--- src/rtl/ui_pkg.sv ---
// ui_pkg: shared codes for the telephone user interface.
//   - FSM state codes (current_state)
//   - menu item codes (current_menu_item)
//   - outbound command codes and inbound event codes
//   - internal one-hot-free action codes after arbitration
//   - helpers giving each state's menu item range for up/down navigation
package ui_pkg;

  typedef enum logic [2:0] {
    ST_STARTUP  = 3'd0,
    ST_IDLE     = 3'd1,
    ST_MENU     = 3'd2,
    ST_INCOMING = 3'd3,
    ST_BUSY     = 3'd4,
    ST_WAIT_END = 3'd5,
    ST_DIALING  = 3'd6,
    ST_ILLEGAL  = 3'd7
  } state_e;

  localparam logic [5:0] IT_WELCOME     = 6'd0;
  localparam logic [5:0] IT_CALL_NUMBER = 6'd1;
  localparam logic [5:0] IT_STATUS      = 6'd2;
  localparam logic [5:0] IT_CALLER_ID   = 6'd8;
  localparam logic [5:0] IT_ACCEPT      = 6'd9;
  localparam logic [5:0] IT_REJECT      = 6'd10;
  localparam logic [5:0] IT_BUSY_CALLER = 6'd16;
  localparam logic [5:0] IT_END_CALL    = 6'd17;
  localparam logic [5:0] IT_WAIT_END    = 6'd18;
  localparam logic [5:0] IT_ENTER_ADDR  = 6'd24;
  localparam logic [5:0] IT_CALLING     = 6'd25;

  localparam logic [2:0] CMD_NONE   = 3'd0;
  localparam logic [2:0] CMD_DIAL   = 3'd1;
  localparam logic [2:0] CMD_ACCEPT = 3'd2;
  localparam logic [2:0] CMD_REJECT = 3'd3;
  localparam logic [2:0] CMD_END    = 3'd4;

  localparam logic [2:0] EV_CONNECTED = 3'd1;
  localparam logic [2:0] EV_FAILED    = 3'd2;
  localparam logic [2:0] EV_INCOMING  = 3'd5;
  localparam logic [2:0] EV_ENDED     = 3'd6;

  // Bit positions of the buttons in the internal button vector.
  localparam int BTN_ENTER = 0;
  localparam int BTN_UP    = 1;
  localparam int BTN_DOWN  = 2;
  localparam int BTN_LEFT  = 3;
  localparam int BTN_RIGHT = 4;
  localparam int BTN_B0    = 5;
  localparam int BTN_B1    = 6;
  localparam int NUM_BTN   = 7;

  // The single winner of event/button arbitration in a cycle.
  typedef enum logic [3:0] {
    ACT_NONE,
    ACT_ENTER,
    ACT_UP,
    ACT_DOWN,
    ACT_LEFT,
    ACT_RIGHT,
    ACT_B0,
    ACT_B1,
    ACT_EV_CONNECTED,
    ACT_EV_FAILED,
    ACT_EV_INCOMING,
    ACT_EV_ENDED
  } action_e;

  function automatic logic [5:0] item_lo(input state_e st);
    case (st)
      ST_MENU:     item_lo = IT_CALL_NUMBER;
      ST_INCOMING: item_lo = IT_CALLER_ID;
      ST_BUSY:     item_lo = IT_BUSY_CALLER;
      ST_WAIT_END: item_lo = IT_WAIT_END;
      ST_DIALING:  item_lo = IT_ENTER_ADDR;
      default:     item_lo = IT_WELCOME;
    endcase
  endfunction

  function automatic logic [5:0] item_hi(input state_e st);
    case (st)
      ST_MENU:     item_hi = IT_STATUS;
      ST_INCOMING: item_hi = IT_REJECT;
      ST_BUSY:     item_hi = IT_END_CALL;
      ST_WAIT_END: item_hi = IT_WAIT_END;
      ST_DIALING:  item_hi = IT_CALLING;
      default:     item_hi = IT_WELCOME;
    endcase
  endfunction

endpackage

--- src/rtl/ui_edge_detect.sv ---
// ui_edge_detect: registered change detector.
//   clk, reset : clock and asynchronous active-high reset (history clears to 0)
//   sig_i [W]  : sampled level
//   evt_o      : high while sig_i differs from last cycle's value and is nonzero.
// With W=1 this is a plain rising-edge detector; with W>1 it flags a new
// nonzero code on a level-held bus.
module ui_edge_detect #(
  parameter int W = 1
) (
  input  logic         clk,
  input  logic         reset,
  input  logic [W-1:0] sig_i,
  output logic         evt_o
);

  logic [W-1:0] prev_q;

  always_ff @(posedge clk or posedge reset) begin
    if (reset) prev_q <= '0;
    else       prev_q <= sig_i;
  end

  assign evt_o = (sig_i != prev_q) && (sig_i != '0);

endmodule

--- src/rtl/user_interface.sv ---
// user_interface: menu / call-control FSM of the FPGA telephone.
//   clk, reset           : clock, asynchronous active-high reset
//   s7..s0               : switches, {s7..s0} is the dial address
//   b3..b0               : aux buttons (b0 quick-accept, b1 quick-hangup, b3/b2 unused)
//   enter/up/down/left/right : navigation buttons (debounced, active-high)
//   inc_command [3]      : event code from the application layer (level)
//   init                 : application layer ready
//   inc_address [8]      : caller address for an incoming call
//   address [8]          : peer address (registered)
//   command [3]          : one-cycle command pulse (registered)
//   current_state [3]    : FSM state code
//   current_menu_item [6]: menu item code
// Build option: define UI_QUICK_KEYS_EN to let b0/b1 accept, reject and
// hang up directly; otherwise b0/b1 are ignored.
module user_interface
  import ui_pkg::*;
(
  input  logic       clk,
  input  logic       reset,
  input  logic       s7,
  input  logic       s6,
  input  logic       s5,
  input  logic       s4,
  input  logic       s3,
  input  logic       s2,
  input  logic       s1,
  input  logic       s0,
  input  logic       b3,
  input  logic       b2,
  input  logic       b1,
  input  logic       b0,
  input  logic       enter,
  input  logic       up,
  input  logic       down,
  input  logic       left,
  input  logic       right,
  input  logic [2:0] inc_command,
  input  logic       init,
  input  logic [7:0] inc_address,
  output logic [7:0] address,
  output logic [2:0] command,
  output logic [2:0] current_state,
  output logic [5:0] current_menu_item
);

  logic [7:0]         sw;
  logic [NUM_BTN-1:0] btn;
  logic [NUM_BTN-1:0] btn_rise;
  logic               ev_fire;
  action_e            act;

  state_e     state_q, state_d;
  logic [5:0] item_q,  item_d;
  logic [7:0] addr_q,  addr_d;
  logic [2:0] cmd_q,   cmd_d;

  assign sw  = {s7, s6, s5, s4, s3, s2, s1, s0};
  assign btn = {b1, b0, right, left, down, up, enter};

  // b3/b2 have no function; b0/b1 edges are only consumed with quick keys.
  logic unused_inputs;
  assign unused_inputs = ^{b3, b2, btn_rise[BTN_B1:BTN_B0]};

  for (genvar g = 0; g < NUM_BTN; g++) begin : g_btn
    ui_edge_detect #(.W(1)) u_btn (
      .clk   (clk),
      .reset (reset),
      .sig_i (btn[g]),
      .evt_o (btn_rise[g])
    );
  end

  ui_edge_detect #(.W(3)) u_ev (
    .clk   (clk),
    .reset (reset),
    .sig_i (inc_command),
    .evt_o (ev_fire)
  );

  // Arbitration: a recognised event beats every button; among buttons the
  // highest-priority rising edge wins and the rest are dropped.
  always_comb begin
    act = ACT_NONE;
    if (ev_fire) begin
      case (inc_command)
        EV_CONNECTED: act = ACT_EV_CONNECTED;
        EV_FAILED:    act = ACT_EV_FAILED;
        EV_INCOMING:  act = ACT_EV_INCOMING;
        EV_ENDED:     act = ACT_EV_ENDED;
        default:      act = ACT_NONE;
      endcase
    end
    if (act == ACT_NONE) begin
      if      (btn_rise[BTN_ENTER]) act = ACT_ENTER;
      else if (btn_rise[BTN_UP])    act = ACT_UP;
      else if (btn_rise[BTN_DOWN])  act = ACT_DOWN;
      else if (btn_rise[BTN_LEFT])  act = ACT_LEFT;
      else if (btn_rise[BTN_RIGHT]) act = ACT_RIGHT;
`ifdef UI_QUICK_KEYS_EN
      else if (btn_rise[BTN_B0])    act = ACT_B0;
      else if (btn_rise[BTN_B1])    act = ACT_B1;
`endif
    end
  end

  // State register (also holds the registered outputs).
  always_ff @(posedge clk or posedge reset) begin
    if (reset) begin
      state_q <= ST_STARTUP;
      item_q  <= IT_WELCOME;
      addr_q  <= 8'h00;
      cmd_q   <= CMD_NONE;
    end else begin
      state_q <= state_d;
      item_q  <= item_d;
      addr_q  <= addr_d;
      cmd_q   <= cmd_d;
    end
  end

  // Next-state and menu-item logic.
  always_comb begin
    state_d = state_q;
    item_d  = item_q;

    // Up/down saturate at the ends of the current state's item list.
    if (act == ACT_UP && item_q > item_lo(state_q))
      item_d = item_q - 6'd1;
    else if (act == ACT_DOWN && item_q < item_hi(state_q))
      item_d = item_q + 6'd1;

    case (state_q)
      ST_STARTUP: begin
        if (init || act == ACT_ENTER) begin
          state_d = ST_IDLE;
          item_d  = IT_WELCOME;
        end
      end
      ST_IDLE: begin
        if (act == ACT_EV_INCOMING) begin
          state_d = ST_INCOMING;
          item_d  = IT_CALLER_ID;
        end else if (act == ACT_RIGHT) begin
          state_d = ST_MENU;
          item_d  = IT_CALL_NUMBER;
        end
      end
      ST_MENU: begin
        if (act == ACT_EV_INCOMING) begin
          state_d = ST_INCOMING;
          item_d  = IT_CALLER_ID;
        end else if (act == ACT_LEFT) begin
          state_d = ST_IDLE;
          item_d  = IT_WELCOME;
        end else if (act == ACT_ENTER && item_q == IT_CALL_NUMBER) begin
          state_d = ST_DIALING;
          item_d  = IT_ENTER_ADDR;
        end
      end
      ST_INCOMING: begin
        if (act == ACT_EV_ENDED || act == ACT_B1 ||
            (act == ACT_ENTER && item_q == IT_REJECT)) begin
          state_d = ST_IDLE;
          item_d  = IT_WELCOME;
        end else if (act == ACT_B0 || (act == ACT_ENTER && item_q == IT_ACCEPT)) begin
          state_d = ST_BUSY;
          item_d  = IT_BUSY_CALLER;
        end
      end
      ST_BUSY: begin
        if (act == ACT_EV_ENDED) begin
          state_d = ST_IDLE;
          item_d  = IT_WELCOME;
        end else if (act == ACT_B1 || (act == ACT_ENTER && item_q == IT_END_CALL)) begin
          state_d = ST_WAIT_END;
          item_d  = IT_WAIT_END;
        end
      end
      ST_WAIT_END: begin
        if (act == ACT_EV_ENDED) begin
          state_d = ST_IDLE;
          item_d  = IT_WELCOME;
        end
      end
      ST_DIALING: begin
        if (act == ACT_EV_CONNECTED) begin
          state_d = ST_BUSY;
          item_d  = IT_BUSY_CALLER;
        end else if (act == ACT_EV_FAILED) begin
          state_d = ST_IDLE;
          item_d  = IT_WELCOME;
        end else if (act == ACT_ENTER && item_q == IT_ENTER_ADDR) begin
          item_d  = IT_CALLING;
        end else if (act == ACT_LEFT && item_q == IT_ENTER_ADDR) begin
          state_d = ST_MENU;
          item_d  = IT_CALL_NUMBER;
        end else if (act == ACT_LEFT && item_q == IT_CALLING) begin
          state_d = ST_WAIT_END;
          item_d  = IT_WAIT_END;
        end
      end
      default: begin
        state_d = ST_IDLE;
        item_d  = IT_WELCOME;
      end
    endcase
  end

  // Command pulse and address output logic.
  always_comb begin
    cmd_d  = CMD_NONE;
    addr_d = addr_q;

    // While the address-entry item is shown the address tracks the switches,
    // so the DIAL latch below naturally captures the switch value.
    if (item_q == IT_ENTER_ADDR)
      addr_d = sw;

    case (state_q)
      ST_IDLE, ST_MENU: begin
        if (act == ACT_EV_INCOMING)
          addr_d = inc_address;
      end
      ST_INCOMING: begin
        if (act == ACT_B0 || (act == ACT_ENTER && item_q == IT_ACCEPT))
          cmd_d = CMD_ACCEPT;
        else if (act == ACT_B1 || (act == ACT_ENTER && item_q == IT_REJECT))
          cmd_d = CMD_REJECT;
      end
      ST_BUSY: begin
        if (act == ACT_B1 || (act == ACT_ENTER && item_q == IT_END_CALL))
          cmd_d = CMD_END;
      end
      ST_DIALING: begin
        if (act == ACT_ENTER && item_q == IT_ENTER_ADDR)
          cmd_d = CMD_DIAL;
        else if (act == ACT_LEFT && item_q == IT_CALLING)
          cmd_d = CMD_END;
      end
      default: begin
        cmd_d = CMD_NONE;
      end
    endcase
  end

  assign address           = addr_q;
  assign command           = cmd_q;
  assign current_state     = state_q;
  assign current_menu_item = item_q;

endmodule

--- config.mk ---
export PLATFORM = sky130hd
export DESIGN_NAME = user_interface
export DESIGN_NICKNAME = d
export VERILOG_FILES = /design/src/rtl/ui_pkg.sv /design/src/rtl/ui_edge_detect.sv /design/src/rtl/user_interface.sv
export SDC_FILE = /design/constraint.sdc
export NUM_CORES = 1
export LEC_CHECK = 0
export CAP_MARGIN = 20
export CORE_MARGIN = 5
export CORE_UTILIZATION = 52
export CTS_CLUSTER_DIAMETER = 200
export DETAILED_ROUTE_END_ITERATION = 6
export PLACE_DENSITY = 0.82
export SYNTH_ARGS = -nofsm -noshare
export SYNTH_HDL_FRONTEND = slang
export SYNTH_SLANG_ARGS = --single-unit
--- constraint.sdc ---
create_clock -name clk -period 3.4 [get_ports clk]
set_clock_uncertainty 0.2 [all_clocks]
set_input_delay 0.34 -clock clk [delete_from_list [all_inputs] [get_ports clk]]
set_output_delay 0.34 -clock clk [all_outputs]
set_load 0.05 [all_outputs]
## Word-level counts from Yosys, hierarchy flattened

Cells that the tools add are included.

- Bits in registers: 28
- Latch bits: 0
- Memory bits (writable): 0
- ROM bits: 0
- Bits of input ports: 31
- Word-level logic and storage cells: 137
- Memories kept: 0

- Add/sub/neg operators: 2
- $mul: 0
- Divide/modulo/power cells: 0
- $lt $le $gt $ge: 2
- Eq/ne operators: 41
- Shift operators: 0
- Mux-type cells: 56
- Bitwise logic cells: 0
- Reduce and logical (&&, ||, !) cells: 26

Operators by type and width:

| operator | number |
|---|---|
| two-way mux 6 bit | 19 |
| two-way mux 3 bit | 19 |
| one-hot mux 5 bit (5 select lines) | 2 |
| one-hot mux 6 bit (7 select lines) | 1 |
| two-way mux 4 bit | 7 |
| two-way mux 8 bit | 3 |
| one-hot mux 3 bit (7 select lines) | 1 |
| equality test 6 x 5 -> 1 bit, second input constant | 3 |
| equality test 4 x 3 -> 1 bit, second input constant | 4 |
| equality test 4 bit, second input constant | 4 |
| one-hot mux 4 bit (4 select lines) | 1 |
| equality test 3 bit, second input constant | 5 |
| logical AND 1 bit | 15 |
| equality test 6 x 4 -> 1 bit, second input constant | 2 |
| equality test 3 x 2 -> 1 bit, second input constant | 3 |
| inequality test 3 bit, second input constant | 3 |
| one-hot mux 3 bit (3 select lines) | 1 |
| equality test 4 x 2 -> 1 bit, second input constant | 2 |
| inequality test 4 bit, second input constant | 2 |
| AND reduction 8 bit | 1 |
| adder 6 x 1 -> 6 bit, second input constant | 1 |
| equality test 3 x 1 -> 1 bit, second input constant | 2 |
| equality test 6 x 1 -> 1 bit, second input constant | 1 |
| > comparator 6 bit | 1 |
| other kinds (13) | 24 |

## Logic depth before layout (Yosys ltp)

- Depth after elaboration: 22
- Depth in mapped cells: 13

## By module

A second synthesis with hierarchy kept.

- Cell total of the unflattened synthesis: 267
- Area total of the unflattened synthesis: 2318.5 µm²

Modules (own cells, without submodules):

| module | times used | cells each | area each (µm²) | seq. area each (µm²) |
|---|---|---|---|---|
| user_interface | 1 | 236 | 1934.4 | 500.5 |
| ui_edge_detect (g_btn[0].u_btn ...) | 5 | 3 | 42.5 | 25.0 |
| ui_edge_detect (u_ev) | 1 | 16 | 171.4 | 75.1 |

## Least setup slack after synthesis

OpenSTA, ideal clock, no wires.

- Path kind: register to register
- Start: reg state_q[1], in the netlist current_state[1]
- End: reg item_q[4], in the netlist current_menu_item[4]
- Data arrival time: 3.111 ns
- Slack: -0.049 ns
- Cell stages (with the launch flop): 13
- Path buffers: 2
- Period minus slack after synthesis: 3.449 ns
- Cells stage by stage: dfrtp_1 > clkbuf_1 > clkbuf_1 > o21ai_0 > ha_1 > nor4bb_1 > o21ai_0 > a211o_1 > nor4_4 > nand2_1 > o22ai_2 > xnor2_1 > o221ai_2

- Longest elaborated chain between the ends: 13

Ends and longest elaborated chain:

| what | line | text |
|---|---|---|
| from (decl) | user_interface.sv:52 | `state_e state_q, state_d;` |
| from (signal assigned) | user_interface.sv:114 | `state_q <= state_d;` |
| equality test 3 bit or equality test 3 x 2 -> 1 bit (tied branches) | ui_pkg.sv:70, ui_pkg.sv:81, user_interface.sv:132 |  |
| one-hot mux 5 bit (5 select lines) | ui_pkg.sv:81 | `case (st)` |
| two-way mux 6 bit | user_interface.sv:127 | `if (act == ACT_UP && item_q > item_lo(state_q))` |
| less-than comparator 6 bit | user_interface.sv:129 | `else if (act == ACT_DOWN && item_q < item_hi(state_q))` |
| logical AND 1 bit | user_interface.sv:129 |  |
| two-way mux 6 bit | user_interface.sv:129 |  |
| two-way mux 6 bit | user_interface.sv:127 |  |
| two-way mux 6 bit | user_interface.sv:197 | `end else if (act == ACT_LEFT && item_q == IT_CALLING) begin` |
| two-way mux 6 bit | user_interface.sv:194 | `end else if (act == ACT_LEFT && item_q == IT_ENTER_ADDR) begin` |
| two-way mux 6 bit | user_interface.sv:192 | `end else if (act == ACT_ENTER && item_q == IT_ENTER_ADDR) begin` |
| two-way mux 6 bit | user_interface.sv:189 | `end else if (act == ACT_EV_FAILED) begin` |
| two-way mux 6 bit | user_interface.sv:186 | `if (act == ACT_EV_CONNECTED) begin` |
| one-hot mux 6 bit (7 select lines) (*) | user_interface.sv:132 | `case (state_q)` |
| via item_d[4] | user_interface.sv:53 | `logic [5:0] item_q, item_d;` |
| to (signal assigned) | user_interface.sv:115 | `item_q <= item_d;` |
| to (decl) | user_interface.sv:53 |  |

The timed path passes the listed nets; every way through them passes the cells marked *. The select of a mux whose other input is x is not followed.
A chain may end at the register's enable or synchronous reset.

## Worst setup path after layout

- Start: reg state_q[2], in the netlist current_state[2]
- End: reg item_q[4], in the netlist current_menu_item[4]

Same word-level chain as after synthesis.

==> metrics <==
status=complete, no violations; CP cell instances=nor2b_1 > o21ai_0 > ha_1 > nor4bb_1 > buf_4 > o21ai_0 > a211o_1 > nor4_4 > nand2_1 > o22ai_2 > xnor2_1 > o221ai_2; DR vias=2,342; worst setup margin=248 ps; CTS tree=yes; Remaining Overflow, GRT=0; Peak Freq=317 MHz; cell taking the most area after synthesis=dfrtp_1; dpl ws=-24.2 ps; met1 wire length=2790 um; core area=4630 um^2; final setup fails=0; crit share post-route=92.7%; WL per Instance=16.8 um; port bufs=46; vias in the first global route=2,275; Synth cell types=68; Critical Path Max Stage Delay=450 ps; WL final=6520 um; most common cell in the synthesized netlist=nor2_1; ANT cells=0; Syn Nets=313; post-synth top area share=28.7%; mean post-synth cell area=9.06 um^2; antenna-violating nets left=0; FFs w/ async S/R, synth=100%; drt first pass iters=4; Seq/Total Area, Yosys=28.7%; GR Util All Layers=21.8%; max cap viols=0; cts bufs inserted=3; WP data required=3360 ps; layout cells sized above 1=17.0%; placed cell areas=3110 um^2; Synth Register Bits=28; Clock Sinks=28; top sig layer=met4; Layout area overhead=31.2%; leak pwr=1.37 nW; VDD IR max=349 uV; kind of critical path=reg2reg; Slew @ Worst Pin=642 ps; setup TNS=0 ps; Startpoint Class=flop; worst-path maximum fanout=5; CP arrival=3110 ps; Initial Utilization=52.6%; first-pass GRT wire length=11,000 um; max-slew violation count=0; Top Ports=51; most frequent cells after synthesis=30 x nor2_1, 28 x dfrtp_1, 19 x nand2_1; critical path's slowest cell=dfrtp_1; Hold Fails Final Rpt=0; pwr dens=810 nW/um^2; Clock Path Buffers=2; unrepaired setup endpoints after global routing=no; clock transition at the registers of the reported paths=110 ps; CP Capture Type=flop; Root Buffer=clkbuf_8; drt first-iter violations=233; met2 wire len=3280 um; Die W=78.5 um; largest cells by area after synthesis=dfrtp_1 29%, ha_1 6.7%, nor2_1 4.6%; RD Place Congestion=0.883; hpwl dp=5120 um; vias per cell=6.02; fin crit period=3150 ps; worst min path class=in2reg; Cells after Synth=269; largest net degree at the start of global routing=28; initial antenna violation count=0; Critical Path Most Common Cell=o21ai_0; Main synth FF type=dfrtp_1; Rel. slew slack=57.1%; Final nets=380; std cell rows=25; Overall Power=0.00259 W; Die Area=6160 um^2; Post-synth EDFFs=0; Die Ht=78.5 um; H-tree depth=1; Post-route DRC=0; Synth warnings=0; Post-Syn Area=2440 um^2; Non-Filler Cell Area, Final=3200 um^2; clock insertion delay at the later pin of the skew report=290 ps; WL met3=364 um
final timing paths:
kind,depth (start not counted),start,slack (ps),end
hold / removal,1,left,310,g_btn[3].u_btn.prev_q
setup reg to reg,12,current_state[2],250,current_menu_item[4]
min in group asynchronous,3,reset,560,address[5]
max in group asynchronous,4,reset,1880,current_state[0]
hold reg to reg,2,address[7],390,address[7]
setup / recovery,12,current_state[2],250,current_menu_item[4]
flip-flops by register name, indices dropped and copies added, names as in the netlist:
name                count
current_menu_item       6
address                 8
g_btn.u_btn.prev_q      5
current_state           3
command                 3
u_ev.prev_q             3
worst max-delay path: cells and delay by family, from the launching register on:
family / cells / cell delay, ps
XOR/XNOR: 1 / 170
AND/OR/NAND/NOR: 4 / 860
adder cells (fa/ha/maj): 1 / 320
flip-flops: 1 / 450
AO/OA/AOI/OAI: 5 / 860
buffers and inverters: 1 / 170
stage by stage:
stage	std cells	util, %	hold slack (ps)
finish	389	69.1	313
global route	389	69.1	309
CTS	389	68.9	312
detailed placement	384	67.2	300
global placement	384	67.2	293
floorplan	269	-	171
layer usage:
layer	global-route usage [%]	vias to the layer above
met3	2.29	7
met4	5.94	0
met2	37.2	93
met5	0	-
li1	-	1120
met1	29.4	1122
placed cells by master (no fill, tap or decap), types with 2 or more instances in the layout:
master and instances:
a21oi_1 16, or3_1 2, nor4_1 3, clkdlybuf4s50_1 46, a211oi_1 5, nor2b_1 8
o311ai_4 2, nand3_1 6, and2_1 2, xor2_2 3, o21a_1 3, nand2_1 19
mux2i_1 8, o311a_1 2, a21o_1 2, xor2_1 3, nor3b_1 2, a31oi_1 4
dfrtp_1 26, o21ai_1 2, o31ai_1 3, nor2_1 30, dfrtp_2 2, inv_1 10
ha_1 13, nor3_1 11, o21ai_0 12, o211ai_1 2, or2_2 2, clkbuf_8 3
a22oi_1 2, nand2b_1 7, a21boi_0 2, o21bai_1 3, buf_4 25, xnor2_1 3
and3_1 5
logic make-up (layout without fill, tap and decap cells):
group	after synthesis	in the layout	share of synthesized area, %
xor gates and xnor gates	9	9	4.16
adders and majority gates	13	13	6.67
and+or+nand+nor	110	110	24.5
muxes	9	9	3.90
AOI/OAI and AO/OA	80	80	28.6
buffers and inverters	20	86	3.39
DFF	28	28	28.7
power by group:
group / internal (W) / leakage, nW / total, W / switching, W
clock: 0.000158 / 0.0357 / 0.000273 / 0.000115
combinational: 0.000721 / 0.990 / 0.00176 / 0.00104
sequential: 0.000436 / 0.342 / 0.000551 / 0.000115
final cells by class:
class | instances | area (um^2)
Clock buffer | 3 | 41.3
Clock inverter | 1 | 30.0
Fill cell | 376 | 1430
Inverter | 10 | 37.5
Multi-Input combinational cell | 221 | 1660
Sequential cell | 28 | 703
Tap cell | 54 | 67.6
Timing Repair Buffer | 72 | 658
timing repair:
item | CTS | global route
setup endpoints to repair | 0 | 1
endpoints found under the hold margin | 1 | 0
gates resized for setup | 0 | 1
buffers inserted | 0 | 0
hold buffers | 1 | 0
Note: power is estimated with default switching activity, not from simulation.
